File: src/rtl/mips_pkg.sv
// Shared encodings for the multi-cycle MIPS core: next-PC select, fetch FSM states and instruction fields.
package mips_pkg;

    typedef enum logic [1:0] {
        NPC_SEQ = 2'b00,
        NPC_BR  = 2'b01,
        NPC_J   = 2'b10,
        NPC_JR  = 2'b11
    } npc_sel_t;

    typedef enum logic [2:0] {
        S_IDLE  = 3'd0,
        S_REQ   = 3'd1,
        S_WAIT  = 3'd2,
        S_HOLD  = 3'd3,
        S_UPD   = 3'd4,
        S_FAULT = 3'd5
    } fetch_state_t;

    localparam int OPCODE_HI = 31;
    localparam int OPCODE_LO = 26;
    localparam int JIDX_HI   = 25;
    localparam int JIDX_LO   = 0;
    localparam int IMM_HI    = 15;
    localparam int IMM_LO    = 0;

    // Branch immediates are word offsets; sign-extend and scale to bytes.
    function automatic logic [31:0] branch_offset(input logic [15:0] imm);
        return {{14{imm[15]}}, imm, 2'b00};
    endfunction

endpackage

File: src/rtl/next_pc_calc.sv
// Combinational next-PC target selection for the fetch unit, plus the misaligned-jr indication.
module next_pc_calc
    import mips_pkg::*;
(
    input  logic [1:0]                 redirect_sel,
    input  logic [31:0]                pc4_in,
    input  logic [15:0]                branch_imm16,
    input  logic [JIDX_HI:JIDX_LO]     jump_index,
    input  logic [31:0]                jr_target,
    output logic [31:0]                target,
    output logic                       jr_misalign
);

    always_comb begin
        target = pc4_in;
        case (redirect_sel)
            NPC_SEQ: target = pc4_in;
            NPC_BR:  target = pc4_in + branch_offset(branch_imm16);
            NPC_J:   target = {pc4_in[31:28], jump_index, 2'b00};
            NPC_JR:  target = jr_target;
            default: target = pc4_in;
        endcase
    end

    assign jr_misalign = (redirect_sel == NPC_JR) && (jr_target[1:0] != 2'b00);

endmodule

File: src/rtl/ifetch_unit.sv
// Instruction-fetch sequencer: fetches the word at pc_in over req/ack, holds it in the IR for decode,
// then writes the selected next PC back to the PC register.
module ifetch_unit
    import mips_pkg::*;
#(
    parameter int MAX_WAIT = 15,
    parameter int WAIT_W   = 4
) (
    input  logic        clk,
    input  logic        reset,
    input  logic [31:0] pc_in,
    input  logic [31:0] pc4_in,
    output logic [31:0] pc_next,
    output logic        pc_wre,
    output logic        imem_req,
    output logic [31:0] imem_addr,
    input  logic        imem_ack,
    input  logic [31:0] imem_rdata,
    output logic [31:0] ir_out,
    output logic        ir_valid,
    input  logic        ir_ready,
    input  logic [1:0]  redirect_sel,
    input  logic [15:0] branch_imm16,
    input  logic [31:0] jr_target,
    output logic        fault
);

    fetch_state_t      state;
    fetch_state_t      next_state;
    logic [WAIT_W-1:0] wait_cnt;
    logic [31:0]       target;
    logic              jr_misalign;
    logic              ack_seen;
    logic              latch_ir;
    logic              take_pc;
    logic              misalign_ahead;
    logic              req_d;

    next_pc_calc u_next_pc (
        .redirect_sel (redirect_sel),
        .pc4_in       (pc4_in),
        .branch_imm16 (branch_imm16),
        .jump_index   (ir_out[JIDX_HI:JIDX_LO]),
        .jr_target    (jr_target),
        .target       (target),
        .jr_misalign  (jr_misalign)
    );

    assign ack_seen  = imem_req && imem_ack;
    assign imem_addr = imem_req ? pc_in : 32'h0;

    always_ff @(posedge clk) begin
        if (!reset) state <= S_IDLE;
        else        state <= next_state;
    end

    always_comb begin
        next_state = state;
        latch_ir   = 1'b0;
        take_pc    = 1'b0;
        case (state)
            S_IDLE: next_state = S_REQ;
            S_REQ: begin
                if (pc_in[1:0] != 2'b00) begin
                    next_state = S_FAULT;
                end else if (ack_seen) begin
                    next_state = S_HOLD;
                    latch_ir   = 1'b1;
                end else begin
                    next_state = S_WAIT;
                end
            end
            S_WAIT: begin
                if (ack_seen) begin
                    next_state = S_HOLD;
                    latch_ir   = 1'b1;
                end else if (wait_cnt == WAIT_W'(MAX_WAIT)) begin
                    next_state = S_FAULT;
                end
            end
            S_HOLD: begin
                if (ir_ready) begin
                    if (jr_misalign) begin
                        next_state = S_FAULT;
                    end else begin
                        next_state = S_UPD;
                        take_pc    = 1'b1;
                    end
                end
            end
            S_UPD:   next_state = S_REQ;
            S_FAULT: next_state = S_FAULT;
            default: next_state = S_IDLE;
        endcase
    end

    // imem_req is registered, so the alignment of the PC that REQ will see is judged one cycle early:
    // leaving UPD that PC is the pc_next being written, otherwise it is the current pc_in.
    always_comb begin
        misalign_ahead = (state == S_UPD) ? (pc_next[1:0] != 2'b00) : (pc_in[1:0] != 2'b00);
        req_d = (next_state == S_WAIT) || ((next_state == S_REQ) && !misalign_ahead);
    end

    always_ff @(posedge clk) begin
        if (!reset) begin
            imem_req <= 1'b0;
            ir_out   <= 32'h0;
            ir_valid <= 1'b0;
            pc_wre   <= 1'b0;
            pc_next  <= 32'h0;
            fault    <= 1'b0;
            wait_cnt <= '0;
        end else begin
            imem_req <= req_d;
            ir_valid <= (next_state == S_HOLD);
            pc_wre   <= (next_state == S_UPD);
            fault    <= (next_state == S_FAULT);
            if (latch_ir) ir_out  <= imem_rdata;
            if (take_pc)  pc_next <= target;
            if (state == S_REQ && next_state == S_WAIT)
                wait_cnt <= WAIT_W'(1);
            else if (state == S_WAIT && next_state == S_WAIT)
                wait_cnt <= wait_cnt + WAIT_W'(1);
            else
                wait_cnt <= '0;
        end
    end

endmodule

File: config.mk
export PLATFORM = sky130hd
export DESIGN_NAME = ifetch_unit
export DESIGN_NICKNAME = d
export VERILOG_FILES = /design/src/rtl/mips_pkg.sv /design/src/rtl/next_pc_calc.sv /design/src/rtl/ifetch_unit.sv
export SDC_FILE = /design/constraint.sdc
export NUM_CORES = 1
export LEC_CHECK = 0
export CAP_MARGIN = 20
export CORE_UTILIZATION = 30
export CTS_CLUSTER_SIZE = 40
export DETAILED_ROUTE_END_ITERATION = 7
export MAX_ROUTING_LAYER = met4
export SETUP_SLACK_MARGIN = 0.2
export SYNTH_ARGS = -nofsm -noshare
export SYNTH_HDL_FRONTEND = slang
export SYNTH_SLANG_ARGS = --single-unit
File: constraint.sdc
create_clock -name clk -period 2.3 [get_ports clk]
set_input_delay 0.345 -clock clk [delete_from_list [all_inputs] [get_ports clk]]
set_output_delay 0.345 -clock clk [all_outputs]
set_load 0.01 [all_outputs]
# Word-level counts from Yosys, hierarchy flattened

Cells that the tools add are included.

Bits in latches: 0
Bits in read-only memories: 0
Memories: 0
Bits in registers: 75
RAM bits: 0
Word-level logic and storage cells: 59

Add/subtract/negate cells: 2
Reductions and logical operators: 14
Multipliers: 0
$lt $le $gt $ge: 0
Muxes and demuxes: 18
Shifts and indexed selects: 0
Eq/ne operators: 14
Divide/modulo/power cells: 0
Bitwise gates (word level): 2

Operators by type and width:

| kind                                                                  | count |
|---|---|
| 32-bit case mux with 4 select lines                                   | 1 |
| 32-bit adder                                                          | 1 |
| 32-bit 2-to-1 mux                                                     | 1 |
| 3-bit case mux with 5 select lines                                    | 1 |
| 3-bit by 2-bit equality test with 1-bit output, second input constant | 4 |
| 3-bit equality test, second input constant                            | 4 |
| 3-bit 2-to-1 mux                                                      | 4 |
| 1-bit 2-to-1 mux                                                      | 10 |
| 3-bit by 1-bit equality test with 1-bit output, second input constant | 2 |
| 2-bit nonzero test                                                    | 3 |
| 1-bit logical AND                                                     | 5 |
| 4-bit by 1-bit adder with 4-bit output, second input constant         | 1 |
| 2-bit equality test, second input constant                            | 2 |
| 4-bit equality test, second input constant                            | 1 |
| 3-bit zero test                                                       | 1 |
| 3-bit OR reduction                                                    | 1 |
| 2-bit by 1-bit equality test with 1-bit output, second input constant | 1 |
| 2-bit zero test                                                       | 1 |
| 1-bit inverter                                                        | 2 |
| 1-bit case mux with 2 select lines                                    | 1 |
| 2-bit OR reduction                                                    | 1 |
| 1-bit zero test                                                       | 1 |
| 1-bit logical OR                                                      | 1 |

# Depth between registers and ports, before layout

Gate-level depths: netlist of run 1.

Word-level depth: 9
Gate-level depth with buffers: 10
Gate-level depth less buffers: 10

# Modules after synthesis

From an unflattened synthesis of run 1, not the netlist that was laid out.

Cells, all modules: 606
Area total of the unflattened synthesis: 5273.8 um^2

By module, submodules not included:

| module       | area an instance (um^2) | seq. area each (um^2) | cells each | times used |
|---|---|---|---|---|
| ifetch_unit  | 2992.9                  | 1501.4                | 340        | 1 |
| next_pc_calc | 2280.9                  | 0.0                   | 266        | 1 |

# Least setup slack after synthesis of run 1

OpenSTA, ideal clock, no wires.

Path kind: in2reg
Start point: input pc4_in[2]
End point: register pc_next[12]
Data required time: 2.183 ns
Library setup time: 0.117 ns
Cell stages on the path: 10
Slack: -0.089 ns
Arrival: 2.272 ns
Cell sequence: ha_1 > inv_1 > fa_1 > nand2b_1 > a21oi_1 > o21ai_0 > nor2b_1 > xnor2_1 > mux4_2 > a22o_1

Longest elaborated chain between the ends: 2

RTL lines:

| element                             | line               | source |
|---|---|---|
| from (decl)                         | ifetch_unit.sv:12  | `input logic [31:0] pc4_in,` |
| 32-bit adder                        | next_pc_calc.sv:18 | `NPC_BR: target = pc4_in + branch_offset(branch_imm16);` |
| 32-bit case mux with 4 select lines | next_pc_calc.sv:16 | `case (redirect_sel)` |
| to (signal assigned)                | ifetch_unit.sv:119 | `if (take_pc) pc_next <= target;` |
| to (decl)                           | ifetch_unit.sv:13  | `output logic [31:0] pc_next,` |

Every way passes these cells.
A chain may end at the register's enable or synchronous reset.

# Worst setup path after layout of run 1

Start point: input pc4_in[4]
End point: register pc_next[28]

Same word-level chain as after synthesis.

==> impl_metrics.csv, run 1 <==
group,metric,value,unit
status,status,"finished clean",
grt,met2_usage,38.7,%
grt,met3_usage,4.67,%
place,dpl_worst_slack,-0.614,ns
detailed_routing,routed_via_density,5.01,
floorplanning,rows,49,
grt,antenna_found_initial,0,
floorplanning,start_util,30.6,%
clock_network,htree_levels,3,
sta,slew_viol_final,0,
final_layout,final_cell_mix,"207 x clkdlybuf4s50_1, 143 x buf_4, 111 x nand2_1",
clock_network,clk_latency,0.35,ns
min_path,hold_path_class,"in2reg",
grt,grt_max_degree,36,
final_layout,multi_input_area,4430,um2
critical_path,endpoint_kind,"flop",
grt,grt_pass1_wl,35.2,mm
clock_network,clk_pin_slew_worst_paths,0.07,ns
final_layout,drive_gt1_share,28.4,%
power_and_ir_drop,power_density,434,nW/um2
sta,hold_viol_final,0,
critical_path,worstPathMaxFanout,5,
logic_synthesis,synth_ff_type,"dfxtp_1",
floorplanning,die_area,18900,um2
final_layout,stdcell_count,1300,
sta,slew_headroom,59.9,%
sta,tightest_slew,0.602,ns
logic_synthesis,synth_warnings,0,
place,place_congestion,0.948,
logic_synthesis,yosysSeqAreaShare,27.3,%
logic_synthesis,syn_area,5510,um2
logic_synthesis,async_flop_share,0,%
grt,grt_overflow,0,
clock_network,cts_made_buffers,9,
place,dp_cells,1264,
sta,fin_crit,2.09,ns
logic_synthesis,synth_cells,693,
sta,fin_skew,0.00680,ns
grt,groute.usage.overall,25.6,%
sta,setup_violations,0,
detailed_routing,drt_iter0_drc,322,
sta,period_share,91.1,%
floorplanning,die_x,137,um
logic_synthesis,synth_edf_count,0,
place,portBuffers,249,
logic_synthesis,synth_area_per_cell,7.94,um2
grt,top_usage_layer,"met2",
clock_network,clockRootBuffer,"clkbuf_16",
final_layout,seqCellArea,1500,um2
detailed_routing,wl,23.5,mm
floorplanning,fp.dieH,137,um
floorplanning,core_area,18000,um2
detailed_routing,num_vias,6516,
run,drv_cap,0,
critical_path,arrival,2.34,ns
critical_path,r2r_slack,0.39,ns
critical_path,critPathLaunchType,"input pin",
final_layout,nFillCells,1645,
final_layout,syn2layout_area_growth,85.4,%
critical_path,cp.required,2.55,ns
critical_path,path_class,"in2reg",
clock_network,cts_tree,"done",
power_and_ir_drop,power_leakage,4.02,nW
power_and_ir_drop,ir_worst_vdd,0.427,mV
clock_network,cts_buffer_depth,2,
detailed_routing,postRouteAntennaNets,0,
final_layout,final_common_cell,"clkdlybuf4s50_1",
sta,setup_ws,0.205,ns
logic_synthesis,syn-num-nets,874,
logic_synthesis,yosysUniqueCellTypes,67,
detailed_routing,dr.pass1.iters,5,
floorplanning,pin_count,250,
grt,grt_pass1_vias,6232,
sta,grt_setup_unrepaired,"true",
detailed_routing,drc,0,
final_layout,finalNetCount,1246,
logic_synthesis,synth-seq-cells,75,
grt,met1_usage,35.0,%
clock_network,clock_sinks,75,
detailed_routing,wire_per_inst,18.1,um
place,place_hpwl,18.5,mm
sta,fmax,477,MHz
[kinds of logic after synthesis]
| kind of cell | synth area share, % |
|---|---|
| xor+xnor | 3.50 |
| buf+inv | 3.66 |
| compound gates | 26.2 |
| simple gates | 23.3 |
| fa+ha+maj | 7.18 |
| flops | 27.3 |
| mux | 8.89 |
[synth_stat cells, types with 12 or more instances]
master	count	area share, %
a21boi_0	33	4.5
a21oi_1	60	5.5
and2_1	36	4.1
clkbuf_1	30	2.0
dfxtp_1	75	27
ha_1	30	6.8
mux2i_1	23	4.2
nand2_1	115	7.8
nand3_1	17	1.5
nor2_1	31	2.1
nor2b_1	12	1.4
o21ai_0	26	2.4
xnor2_1	13	2.1
[per-stage QoR]
step                utilization, %  area, um2  hold WS, ns  power, mW  TNS (ns)
floorplan                        -       5740        0.463       2.02         0
global placement              52.3       9390        0.432       2.79    -11.22
detailed placement            52.3       9390        0.440       2.79    -11.58
CTS                           55.9      10000        0.426       4.36         0
global route                  56.8      10200        0.452       4.63         0
finish                        56.8      10200        0.413       4.42         0
[worst max-delay path: stages]
cell             delay (ns)
clkdlybuf4s15_1        0.24
ha_4                   0.30
nand2b_4               0.09
a21oi_4                0.06
o211ai_1               0.22
nand3_2                0.12
o31a_1                 0.27
or4_1                  0.47
a32o_1                 0.23
[per-layer routing]
| metal | wire length [um] | part of all wire, % |
|---|---|---|
| met1 | 11200 | 47 |
| met2 | 10800 | 46 |
| met3 | 1130 | 4.8 |
| met4 | 384 | 1.6 |
| met5 | 0 | 0 |
[path summary, 6_finish.rpt]
check | startpoint | to | depth (start not counted)
setup reg to reg | wait_cnt[0]$_SDFF_PN0_ | wait_cnt[3]$_SDFF_PP0_ | 8
setup / recovery | pc4_in[4] | pc_next[28]$_SDFFE_PN0P_ | 9
hold / removal | reset | pc_wre$_SDFF_PN0_ | 3
hold reg to reg | pc_next[13]$_SDFFE_PN0P_ | pc_next[13]$_SDFFE_PN0P_ | 2
[registers in the layout, summed over array words and instances (netlist names)]
| register | count |
|---|---|
| ir_valid | 1 |
| pc_next | 32 |
| ir_out | 32 |
| state | 3 |
| wait_cnt | 4 |
| imem_req | 1 |
| pc_wre | 1 |
| fault | 1 |
[area by class of cell]
| cell class | instances | share of cell area, % |
|---|---|---|
| multi-input cells | 567 | 43.4 |
| repair buffers | 402 | 35.7 |
| flip-flops and latches | 75 | 14.7 |
| well taps | 229 | 2.81 |
| clock buffers | 9 | 2.21 |
| clock inverters | 7 | 0.748 |
| inverters | 10 | 0.368 |
| diodes | 1 | 0.0245 |
[report_power, final]
part	total [mW]	leakage, nW	switching [mW]	internal [mW]
logic	1.63	3.26	0.715	0.913
clock network	1.47	0.150	0.694	0.776
registers	1.33	0.606	0.0140	1.31
[repair_timing]
item	in CTS	in global routing
hold buffers	0	0
pin swaps	40	56
endpoints found under the setup margin	28	28
gates resized for setup	135	73
buffers inserted	11	8
No activity file was read; power rests on OpenSTA's default activity.
==> run 2, diff against run 1 <==
--- a/config.mk
+++ b/config.mk
@@ -6,10 +6,13 @@
 export NUM_CORES = 1
 export LEC_CHECK = 0
 export CAP_MARGIN = 20
-export CORE_UTILIZATION = 30
+export CELL_PAD_IN_SITES_DETAIL_PLACEMENT = 1
+export CELL_PAD_IN_SITES_GLOBAL_PLACEMENT = 1
+export CORE_UTILIZATION = 27
 export CTS_CLUSTER_SIZE = 40
 export DETAILED_ROUTE_END_ITERATION = 7
 export MAX_ROUTING_LAYER = met4
+export PLACE_DENSITY_LB_ADDON = 0.1
 export SETUP_SLACK_MARGIN = 0.2
 export SYNTH_ARGS = -nofsm -noshare
 export SYNTH_HDL_FRONTEND = slang
==> impl_metrics.csv, run 2 (synthesized netlist as in run 1, its figures left out) <==
group,metric,value,unit
status,status,"finished clean",
final_layout,design_area,10500,um2
power_and_ir_drop,power_density,439,nW/um2
clock_network,clock_sinks,75,
critical_path,worstPathMaxFanout,5,
final_layout,multi_input_area,4610,um2
floorplanning,fp.dieH,145,um
critical_path,crit_path_frequent_cell,"and3_4",
grt,antenna_found_initial,2,
final_layout,final_cell_mix,"204 x clkdlybuf4s50_1, 146 x buf_4, 110 x nand2_1",
final_layout,syn2layout_area_growth,90.7,%
power_and_ir_drop,power_leakage,4.13,nW
grt,grt_pass1_vias,7284,
grt,grt_max_degree,52,
floorplanning,core_area,19700,um2
min_path,hold_path_class,"in2reg",
detailed_routing,routed_via_density,5.09,
critical_path,slowest_delay,0.42,ns
place,dpl-instance-area,9450,um2
floorplanning,die_x,145,um
grt,groute.usage.overall,26.3,%
grt,grt_pass1_wl,40.2,mm
final_layout,reg_top3,"ir_out: 32 flops, pc_next: 32 flops, wait_cnt: 4 flops",
clock_network,clk_pin_slew_worst_paths,0.08,ns
critical_path,cp.required,2.55,ns
clock_network,cts_buffer_depth,2,
place,portBuffers,249,
detailed_routing,wl,27.0,mm
run,drv_cap,0,
sta,fin_crit,2.22,ns
detailed_routing,drc,0,
detailed_routing,num_vias,6821,
sta,hold_viol_final,0,
final_layout,seqCellArea,1500,um2
clock_network,hold_buffers,0,
sta,fin_skew,0.0106,ns
critical_path,crit_chain,"dlygate4sd2_1 -> ha_4 -> and3_4 -> and3_4 -> o21ai_4 -> buf_12 -> a31oi_4 -> nand3_2 -> or4_1 -> a32o_1",
detailed_routing,dr.pass1.iters,4,
final_layout,drive_gt1_share,29.6,%
power_and_ir_drop,ir_worst_vdd,0.284,mV
place,place_congestion,0.917,
detailed_routing,wire_per_inst,20.1,um
floorplanning,pin_count,250,
clock_network,clk_latency,0.36,ns
detailed_routing,postRouteAntennaNets,0,
critical_path,crit_slowest_cell,"or4_1",
final_layout,post-route-util,53.2,%
clock_network,clockRootBuffer,"clkbuf_16",
sta,period_share,96.6,%
clock_network,htree_levels,3,
place,place_hpwl,21.0,mm
clock_network,cts_made_buffers,9,
sta,slew_headroom,68.2,%
critical_path,path_class,"in2reg",
detailed_routing,drt_iter0_drc,237,
floorplanning,rows,51,
final_layout,final_common_cell,"clkdlybuf4s50_1",
critical_path,r2r_slack,0.35,ns
critical_path,critPathLaunchType,"input pin",
final_layout,finalNetCount,1251,
sta,slew_viol_final,0,
critical_path,endpoint_kind,"flop",
critical_path,arrival,2.47,ns
sta,fmax,450,MHz
sta,setup_violations,0,
clock_network,cts_tree,"done",
sta,tightest_slew,0.478,ns
final_layout,nFillCells,2283,
sta,grt_setup_unrepaired,"true",
floorplanning,die_area,21000,um2
floorplanning,start_util,27.9,%
grt,grt_overflow,0,
run 2: cell count changes in the layout (fill, tap and decap cells not counted), sizes merged:
cell           previous run  this run
dlygate4sd2               3        14
clkbuf                   25        20
buf                     164       167
clkdlybuf4s15            10         7
clkdlybuf4s50           207       204
inv                      16        13
dlymetal6s2s              2         4
bufinv                    0         1
clkinv                    1         2
clkinvlp                  0         1
run 2: worst max-delay path, delay by kind of cell:
family,cells,cell delay [ns]
AO/OA/AOI/OAI,3,0.47
adder cells (fa/ha/maj),1,0.31
buffers and inverters,2,0.43
AND/OR/NAND/NOR,4,0.91
run 2: metal layers:
metal | track usage (%) | share of wire [%] | vias to the layer above
met2 | 45.4 | 50 | 190
met4 | 6.81 | 1.5 | 0
met5 | - | 0 | -
met3 | 3.09 | 4.3 | 28
li1 | - | - | 3266
met1 | 32.5 | 44 | 3337
run 2: where the power goes:
part           internal, mW  leakage [nW]  switching (mW)
Combinational         0.951          3.37           0.798
Clock                 0.861         0.149           0.664
Sequential             1.31         0.605          0.0183
Total                  3.12          4.13            1.48
run 2: layout make-up:
class | instances | share of cell area, %
Timing Repair Buffer | 407 | 35.3
Multi-Input combinational cell | 567 | 43.9
Antenna cell | 1 | 0.0238
Tap cell | 265 | 3.16
Inverter | 10 | 0.358
Sequential cell | 75 | 14.3
Clock inverter | 7 | 0.799
Clock buffer | 9 | 2.15
run 2: final timing paths:
check	start	end	cells after the start
worst max-delay path	pc4_in[13]	pc_next[31]$_SDFFE_PN0P_	10
worst min-delay path	reset	pc_next[26]$_SDFFE_PN0P_	2
worst max register to register	wait_cnt[0]$_SDFF_PN0_	wait_cnt[3]$_SDFF_PP0_	8
worst min register to register	pc_next[13]$_SDFFE_PN0P_	pc_next[13]$_SDFFE_PN0P_	2
run 2: repair_timing:
item / in CTS / in global routing
endpoints found under the setup margin: 34 / 31
resized for setup: 143 / 75
setup buffers: 14 / 9
pin swaps: 54 / 34
run 2: metrics by stage:
stage               TNS (ns)  setup WS, ns  std cells  hold slack (ns)  power [mW]
finish                     0        0.0781       1341            0.312        4.61
global route               0        0.0693       1341            0.318        4.79
CTS                        0       0.00855       1331            0.300        4.51
detailed placement    -13.33        -0.698       1301            0.448        2.84
global placement      -12.44        -0.665       1301            0.431        2.81
floorplan                  0        0.0292        693            0.463        2.02
==> patch: new RTL, settings of run 1 <==
Set the parameter `MAX_WAIT` to 11 (it was 15).
--- a/src/rtl/ifetch_unit.sv
+++ b/src/rtl/ifetch_unit.sv
@@ -5,3 +5,3 @@
 #(
-    parameter int MAX_WAIT = 15,
+    parameter int MAX_WAIT = 11,
     parameter int WAIT_W   = 4
Behaviour: same outputs for any inputs over 10 cycles, from zero or initial values and one cycle with reset low; that may be too few to reach the edited logic, so the function may still have changed.
==> patch against run 1 <==
Register-to-register slack better by 70 ps; sequential share of layout area about the same; first-iteration DRC count up 2.2%; non-clock buffer count down 4; combinational power down 2%; area after synthesis down 1.4%; count of clock-buffer cells in the layout up 1; clock skew about the same; wire length down 6.7%; sequential cell count unchanged; cell area down 0.17%; total power up 4.1%; worst setup slack worse by 130 ps; largest power group is now the clock network; highest routed layer unchanged.
==> patch: results (changes against run 1) <==
----------------------------------------------------
[Route]
  Initial drt markers ... 329 (+2.2%)
  Routed len/inst ... 17.0 um (-6.1%)
  Total via count after detailed routing ... 6,472 (-0.68%)
  Number of search-and-repair iterations in the first detailed-routing pass ... 5 (unchanged)

[Synthesis]
  Biggest area contributors in the synthesized netlist ... sky130_fd_sc_hd__dfxtp_1 (28%), sky130_fd_sc_hd__nand2_1 (9.5%), sky130_fd_sc_hd__ha_1 (6.9%), sky130_fd_sc_hd__mux4_2 (5.4%), sky130_fd_sc_hd__a21oi_1 (4.8%)
  Post-Syn Nets ... 875 (+0.11%)
  Number of enable-type register cells in the synthesized netlist ... 0 (unchanged)
  Ys Warns ... 0 (unchanged)
  Synthesized area per cell ... 7.82 um2 (-1.5%)
  Count of distinct cell types in the synthesized netlist ... 61 (-9.0%)
  Main flop type after synthesis ... sky130_fd_sc_hd__dfxtp_1
  Asr flop ratio synth ... 0% (unchanged)
  Top cells by instance count after synthesis ... sky130_fd_sc_hd__nand2_1 (137), sky130_fd_sc_hd__dfxtp_1 (75), sky130_fd_sc_hd__a21oi_1 (52)
  Seq/Total Area, Yosys ... 27.6% (+0.38 points)

[Final layout]
  Ratio of cells with drive above 1 in the final layout ... 28.0% (-0.40 points)
  Fillers ... 1,576 (-4.2%)
  Final Instance Count excl. Fillers ... 1,291 (-0.69%)

[Critical path]
  Standard cell with the maximum stage delay on the critical path ... sky130_fd_sc_hd__mux4_2
  Largest stage delay on the critical path ... 450 ps (-20 ps)
  Endpoint arrival time on the critical path ... 2470 ps (+130 ps)
  CP delay by family, top ... compound AO/OA/AOI/OAI gates
  Maximum fanout along the worst path ... 3 (-2)

[Min path]
  Min-delay worst type ... input pin to flip-flop

[Timing]
  Rel. slew slack ... 69.1% (+9.2 points)
  Worst Skew ... 6.81 ps (+0.0133 ps)

[Place]
  Routability cong. ... 0.910 (-4.1%)
  Setup slack at placement ... -843 ps (-228 ps)
  Instance area after placement ... 9190 um2 (-2.1%)
  HPWL after DPL ... 16.8 mm (-9.3%)
  IO Port Bufs ... 249 (unchanged)
  # placed instances ... 1,249 (-1.2%)

[Run status]
  Run status ... finished clean

[Clock network]
  Number of levels the H-tree was split into ... 3 (unchanged)
  Master cell of the clock root buffer ... sky130_fd_sc_hd__clkbuf_16
  Bufs on Longest Clock Path ... 2 (unchanged)

[Global route]
  Number of global-route vias before repair ... 6,250 (+0.29%)
  Global-route wire length before repair ... 32.9 mm (-6.4%)
  Pin count of the biggest net entering global routing ... 35 (-2.8%)
  Overall Global Routing Usage ... 24.0% (-1.6 points)
  Initial antenna violation count ... 2 (+2)

[Power]
  Max VDD drop ... 0.334 mV (-22%)
  Static leakage ... 3.99 nW (-0.50%)

----------------------------------------------------
[patch: metal layers]
metal | GRT usage (%) | vias to the layer above | wire length (um)
met5 | - | - | 0
met4 | 9.26 | 0 | 574
met3 | 4.30 | 37 | 1630
met2 | 38.7 | 250 | 10100
met1 | 29.7 | 2983 | 9600
li1 | - | 3202 | -
[patch: area by class of cell]
type	instances	area [um2]	area share, %
Multi-Input combinational cell	564	4400	43.2
Timing Repair Buffer	398	3610	35.4
Sequential cell	75	1500	14.7
Tap cell	225	282	2.76
Clock buffer	10	239	2.35
Clock inverter	6	113	1.11
Inverter	11	41.3	0.405
Antenna cell	2	5.00	0.0491
[patch: path summary, 6_finish.rpt]
check | from | to | slack [ps] | cells after the start
max reg2reg | wait_cnt[0]$_SDFF_PN0_ | wait_cnt[2]$_SDFF_PP0_ | 460 | 9
max | branch_imm16[0] | pc_next[12]$_SDFFE_PN0P_ | 70 | 12
min | reset | state[0]$_SDFF_PN0_ | 290 | 2
min reg2reg | pc_next[15]$_SDFFE_PN0P_ | pc_next[15]$_SDFFE_PN0P_ | 460 | 2
[patch: repair_timing]
action,in CTS,in global routing
cloned,1,0
pin swaps,49,58
setup endpoints to repair,26,29
buffers inserted,13,10
resized for setup,115,79
[patch: cells by family (layout without fill, tap and decap cells)]
kind of cell    count (synthesis)  after routing  share of synthesized area, %
compound gates                205            205                          25.9
xor+xnor                       20             20                          3.23
fa+ha+maj                      31             31                          7.28
buf+inv                        55            425                          4.06
flops                          75             75                          27.6
mux                            28             28                          8.16
other cells                     0              2                             0
simple gates                  280            280                          23.7
[patch: power breakdown]
part	total, W	internal [W]	leakage, nW	switching [W]
sequential	0.00133	0.00131	0.605	0.0000119
combinational	0.00159	0.000906	3.22	0.000688
clock	0.00169	0.00109	0.173	0.000596
total	0.00461	0.00331	3.99	0.00130
[patch: worst reg2reg max path: stages (launching register included)]
cell,delay [ps]
sky130_fd_sc_hd__dfxtp_1,320
sky130_fd_sc_hd__ha_1,220
sky130_fd_sc_hd__nand3b_1,110
sky130_fd_sc_hd__nor3b_1,70
sky130_fd_sc_hd__a21oi_1,180
sky130_fd_sc_hd__nand2_1,70
sky130_fd_sc_hd__a21oi_1,240
sky130_fd_sc_hd__nand2_1,110
sky130_fd_sc_hd__or3_4,350
sky130_fd_sc_hd__nor2_1,110
[patch: metrics by stage]
step / utilization, % / power, W
after floorplan: - / 0.00201
after global placement: 52.6 / 0.00273
after detailed placement: 52.6 / 0.00273
after CTS: 56.9 / 0.00453
after global routing: 58.3 / 0.00482
final: 58.3 / 0.00461
